==> src/rtl/tug_pkg.sv <==
// rtl/tug_pkg.sv - shared types and constants for the tug-of-war match controller
package tug_pkg;

    localparam int LFSR_W           = 9;
    localparam int SCORE_W          = 3;
    localparam int CD_W             = 8;
    localparam int MATCH_POINTS_DEF = 7;
    localparam int COOLDOWN_DEF     = 8;

    typedef enum logic [1:0] {
        ROUND_START = 2'd0,
        PLAY        = 2'd1,
        ROUND_END   = 2'd2,
        MATCH_OVER  = 2'd3
    } tug_state_t;

endpackage

==> src/rtl/ai_press_gen.sv <==
// rtl/ai_press_gen.sv - LFSR-driven AI press generator with difficulty threshold
module ai_press_gen
    import tug_pkg::*;
(
    input  logic              Clock,
    input  logic              Reset,
    input  logic              Tick,
    input  logic              Enable,
    input  logic [LFSR_W-1:0] Difficulty,
    output logic              Press
);

    logic [LFSR_W-1:0] lfsr;

    // XNOR feedback keeps the all-zero reset value a legal running state
    always_ff @(posedge Clock) begin
        if (Reset) begin
            lfsr <= '0;
        end else begin
            lfsr <= {lfsr[LFSR_W-2:0], ~(lfsr[LFSR_W-1] ^ lfsr[4])};
        end
    end

    // Difficulty 0 can never exceed the LFSR, so the AI stays silent
    assign Press = Enable & Tick & (lfsr < Difficulty);

endmodule

==> src/rtl/tug_match_controller.sv <==
// rtl/tug_match_controller.sv - round/match sequencing, scoring and move gating
module tug_match_controller
    import tug_pkg::*;
#(
    parameter int MATCH_POINTS = MATCH_POINTS_DEF,
    parameter int COOLDOWN     = COOLDOWN_DEF
) (
    input  logic               Clock,
    input  logic               Reset,
    input  logic               PressL,
    input  logic               PressR,
    input  logic               AiEnable,
    input  logic               Tick,
    input  logic [LFSR_W-1:0]  Difficulty,
    input  logic               WinL,
    input  logic               WinR,
    input  logic               NewMatch,
    output logic               MoveL,
    output logic               MoveR,
    output logic               FieldReset,
    output logic [SCORE_W-1:0] ScoreL,
    output logic [SCORE_W-1:0] ScoreR,
    output logic               MatchOver,
    output logic               Winner
);

    localparam logic [SCORE_W-1:0] MP      = SCORE_W'(MATCH_POINTS);
    localparam logic [CD_W-1:0]    CD_LOAD = CD_W'(COOLDOWN - 1);

    tug_state_t         state, state_next;
    logic [SCORE_W-1:0] score_l, score_l_next;
    logic [SCORE_W-1:0] score_r, score_r_next;
    logic [CD_W-1:0]    cooldown, cooldown_next;
    logic               ai_press;
    logic               in_play;

    ai_press_gen u_ai (
        .Clock      (Clock),
        .Reset      (Reset),
        .Tick       (Tick),
        .Enable     (AiEnable),
        .Difficulty (Difficulty),
        .Press      (ai_press)
    );

    // State, score and cooldown registers
    always_ff @(posedge Clock) begin
        if (Reset) begin
            state    <= ROUND_START;
            score_l  <= '0;
            score_r  <= '0;
            cooldown <= '0;
        end else begin
            state    <= state_next;
            score_l  <= score_l_next;
            score_r  <= score_r_next;
            cooldown <= cooldown_next;
        end
    end

    // Next-state, scoring and cooldown sequencing; a tie on the win inputs is no win
    always_comb begin
        state_next    = state;
        score_l_next  = score_l;
        score_r_next  = score_r;
        cooldown_next = cooldown;
        case (state)
            ROUND_START: begin
                state_next = PLAY;
            end
            PLAY: begin
                if (WinL && !WinR) begin
                    if (score_l < MP) score_l_next = score_l + SCORE_W'(1);
                    cooldown_next = CD_LOAD;
                    state_next    = ROUND_END;
                end else if (WinR && !WinL) begin
                    if (score_r < MP) score_r_next = score_r + SCORE_W'(1);
                    cooldown_next = CD_LOAD;
                    state_next    = ROUND_END;
                end
            end
            ROUND_END: begin
                if (cooldown == '0) begin
                    state_next = (score_l == MP || score_r == MP) ? MATCH_OVER : ROUND_START;
                end else begin
                    cooldown_next = cooldown - CD_W'(1);
                end
            end
            MATCH_OVER: begin
                if (NewMatch) begin
                    score_l_next = '0;
                    score_r_next = '0;
                    state_next   = ROUND_START;
                end
            end
            default: begin
                state_next = ROUND_START;
            end
        endcase
    end

    // Reset forces the idle output pattern immediately, before the next edge
    assign in_play    = (state == PLAY) && !Reset;
    assign MoveL      = in_play && (AiEnable ? ai_press : PressL);
    assign MoveR      = in_play && PressR;
    assign FieldReset = Reset || (state == ROUND_START);
    assign MatchOver  = !Reset && (state == MATCH_OVER);
    assign Winner     = MatchOver && (score_l == MP);
    assign ScoreL     = score_l;
    assign ScoreR     = score_r;

endmodule

==> config.mk <==
export PLATFORM = sky130hd
export DESIGN_NAME = tug_match_controller
export DESIGN_NICKNAME = d
export VERILOG_FILES = /design/src/rtl/tug_pkg.sv /design/src/rtl/ai_press_gen.sv /design/src/rtl/tug_match_controller.sv
export SDC_FILE = /design/constraint.sdc
export NUM_CORES = 1
export LEC_CHECK = 0
export ABC_AREA = 0
export BUFFER_PORTS_ARGS = -buffer_cell sky130_fd_sc_hd__buf_2
export CORE_MARGIN = 1
export CORE_UTILIZATION = 47
export DETAILED_ROUTE_END_ITERATION = 12
export PLACE_DENSITY = 0.75
export SLEW_MARGIN = 10
export SYNTH_ARGS = -nofsm -noshare
export SYNTH_HDL_FRONTEND = slang
export SYNTH_SLANG_ARGS = --single-unit
==> constraint.sdc <==
create_clock -name Clock -period 1.9 [get_ports Clock]
set_input_delay 0.38 -clock Clock [delete_from_list [all_inputs] [get_ports Clock]]
set_output_delay 0.38 -clock Clock [all_outputs]
set_load 0.03 [all_outputs]
==> flow_summary.json <==
{
  "outcome": "finished with violations",
  "violations": "design-rule violations, negative setup slack",
  "synth_area_per_cell_um2": 8.94,
  "multi_input_area_um2": 892,
  "finalSetupViolCount": 1,
  "grt_usage_pct": 18.3,
  "gp_congestion": 0.846,
  "slew_headroom_pct": 66.6,
  "finalCritPeriodShare_pct": 108,
  "nFillCells": 239,
  "path_max_fanout": 2,
  "yosysTopAreaCell": "dfxtp_1",
  "grt.overflow.total": 0,
  "rsz0062_at_grt": "true",
  "min_period_ps": 2060,
  "peakVddDrop_mv": 0.318,
  "synth_fp_nets": 193,
  "fin_area_mm2": 0.00172,
  "diodes": 0,
  "row_count": 19,
  "first_pass_iters": 8,
  "placed_area_mm2": 0.00163,
  "ff_latch_area_um2": 507,
  "ant_nets": 0,
  "ys_seq_area_share_pct": 35.2,
  "die_h_um": 57.0,
  "start_kind": "flop",
  "clock_sink_count": 25,
  "antenna_found_initial": 0,
  "placeableCoreArea_mm2": 0.00281,
  "grt_pass1_wl_um": 4730,
  "tritoncts": "yes",
  "drt_wl_total_um": 2850,
  "ys_ff_latch": 25,
  "hold_viol_final": 0,
  "place_inst": 219,
  "tns_ps": -156,
  "cts_made_buffers": 3,
  "max_clock_freq_mhz": 486,
  "holdBufCountCts": 0,
  "synth_top_flop_cell": "dfxtp_1",
  "layout.nets": 228,
  "drc_errors": 6,
  "cap_violations": 0,
  "final_cell_mix": "27 x buf_2, 20 x dfxtp_1, 17 x nor2_1",
  "vias": 1239,
  "p_leak_uw": 0.000814,
  "syn2layout_area_growth_pct": 21.3,
  "holdWs_ps": 423,
  "die_area_mm2": 0.00325,
  "drt-initial-drc-count": 82,
  "wire_per_inst_um": 12.7,
  "slew_violations": 0,
  "synth_edf_count": 0,
  "clock_latency_ps": 330,
  "netlist_instances": 159,
  "synth_top_area_share_pct": 35.2,
  "powerDensity_mw_per_mm2": 678,
  "cp.arrival_ps": 1680,
  "pin_count": 29,
  "grt_pass1_vias": 1185,
  "cts_buffer_depth": 2,
  "synth_area_mm2": 0.00142,
  "dpl.hpwl_um": 2120,
  "instances_no_fill": 224,
  "worstMarginPinSlew_ps": 501,
  "synthArstFlopShare_pct": 0,
  "synthTopCellsByArea": "dfxtp_1 35%, ha_1 14%, nor2_1 4.5%",
  "required_ps": 1520,
  "drive_above_1_share_pct": 29.5,
  "htree_levels": 1,
  "worstSetupPathType": "flop to output port",
  "hold_path_class": "input pin to flop",
  "ys_warn_count": 0,
  "die-width_um": 57.0,
  "grt_max_degree": 17,
  "cts.clk_slew.worst_paths_ps": 150,
  "initial_core_util_pct": 50.7,
  "port_buffers": 28,
  "finClkSkew_ps": 14.3,
  "final_common_cell": "buf_2",
  "endpoint_kind": "output port",
  "vias_per_cell": 5.53,
  "synth_cell_types": 45,
  "cts_root_buffer": "clkbuf_4",
  "setup_ws_ps": -156
}
## metrics by stage
step	worst slack [ps]	utilization, %	power (uW)
finish	-156	61.5	1170
global placement	-127	58.1	896
floorplan	14.9	-	820
CTS	-138	60.7	1170
global route	-232	61.5	1240
detailed placement	-132	58.1	909
## critical path: stages (launching register included)
cell and delay, ps:
dfxtp_2 380, ha_4 200, nand2_2 50, nand4b_1 90, a211o_1 290, a41oi_2 180
buf_6 160
## cells in the mapped netlist, types with 2 or more instances
library cell / instances
nor3_1: 3
a31oi_1: 2
clkbuf_1: 3
mux2i_1: 4
nor3b_1: 3
a21oi_1: 7
nor2b_1: 8
nand2_1: 6
or3_1: 2
dfxtp_1: 25
and2_1: 3
xor2_1: 3
a211oi_1: 5
and3_1: 2
inv_1: 15
o21ai_0: 3
nand4b_1: 2
mux2_2: 2
nor2_1: 17
nand2b_1: 4
ha_1: 16
## cells by family after synthesis
group / count (synthesis) / share of synthesized area, %
compound gates: 29 / 13.7
xor+xnor: 3 / 1.85
fa+ha+maj: 16 / 14.1
buf+inv: 20 / 5.63
flops: 25 / 35.2
mux: 6 / 4.40
simple gates: 60 / 25.1
## power by group
part | leakage, uW | switching (uW) | internal [uW]
clock network | 0.0000183 | 172 | 85.8
logic | 0.000590 | 169 | 142
registers | 0.000206 | 41.8 | 559
total | 0.000814 | 382 | 786
## cell type report
type                       count  area share (%)
inverter                      15            3.27
multi-input combinational    114            51.7
clock inverter                 1           0.508
clock buffer                   3            1.31
timing repair buffer          35            11.5
tap                           31            2.25
sequential                    25            29.4
## registers in the layout, summed over array words and instances (netlist names)
| signal | cells |
|---|---|
| state | 2 |
| ScoreR | 3 |
| u_ai.lfsr | 9 |
| ScoreL | 3 |
| cooldown | 8 |
## worst paths after layout
| path | cells past startpoint | startpoint | to | slack, ps |
|---|---|---|---|---|
| worst min register to register | 1 | u_ai.lfsr[3] | u_ai.lfsr[4] | 480 |
| worst min-delay path | 3 | Reset | u_ai.lfsr[4] | 420 |
| worst max register to register | 6 | cooldown[0] | cooldown[1] | 230 |
| worst max-delay path | 6 | u_ai.lfsr[8] | MoveL | -160 |
## routing by layer
metal  vias up  routed length (um)  global-route usage [%]
li1        629                   -                       -
met1       577                1290                    22.7
met2        29                1410                    32.6
met3         4                 135                    2.27
met4         0                  21                    6.62
met5         -                   0                       0
## repair_timing
item / 4_1_cts / 5_1_grt
gates resized for setup: 9 / 4
pin swaps: 3 / 0
setup buffers: 1 / 0
setup endpoints to repair: 2 / 2
(Power assumes the default switching activity.)
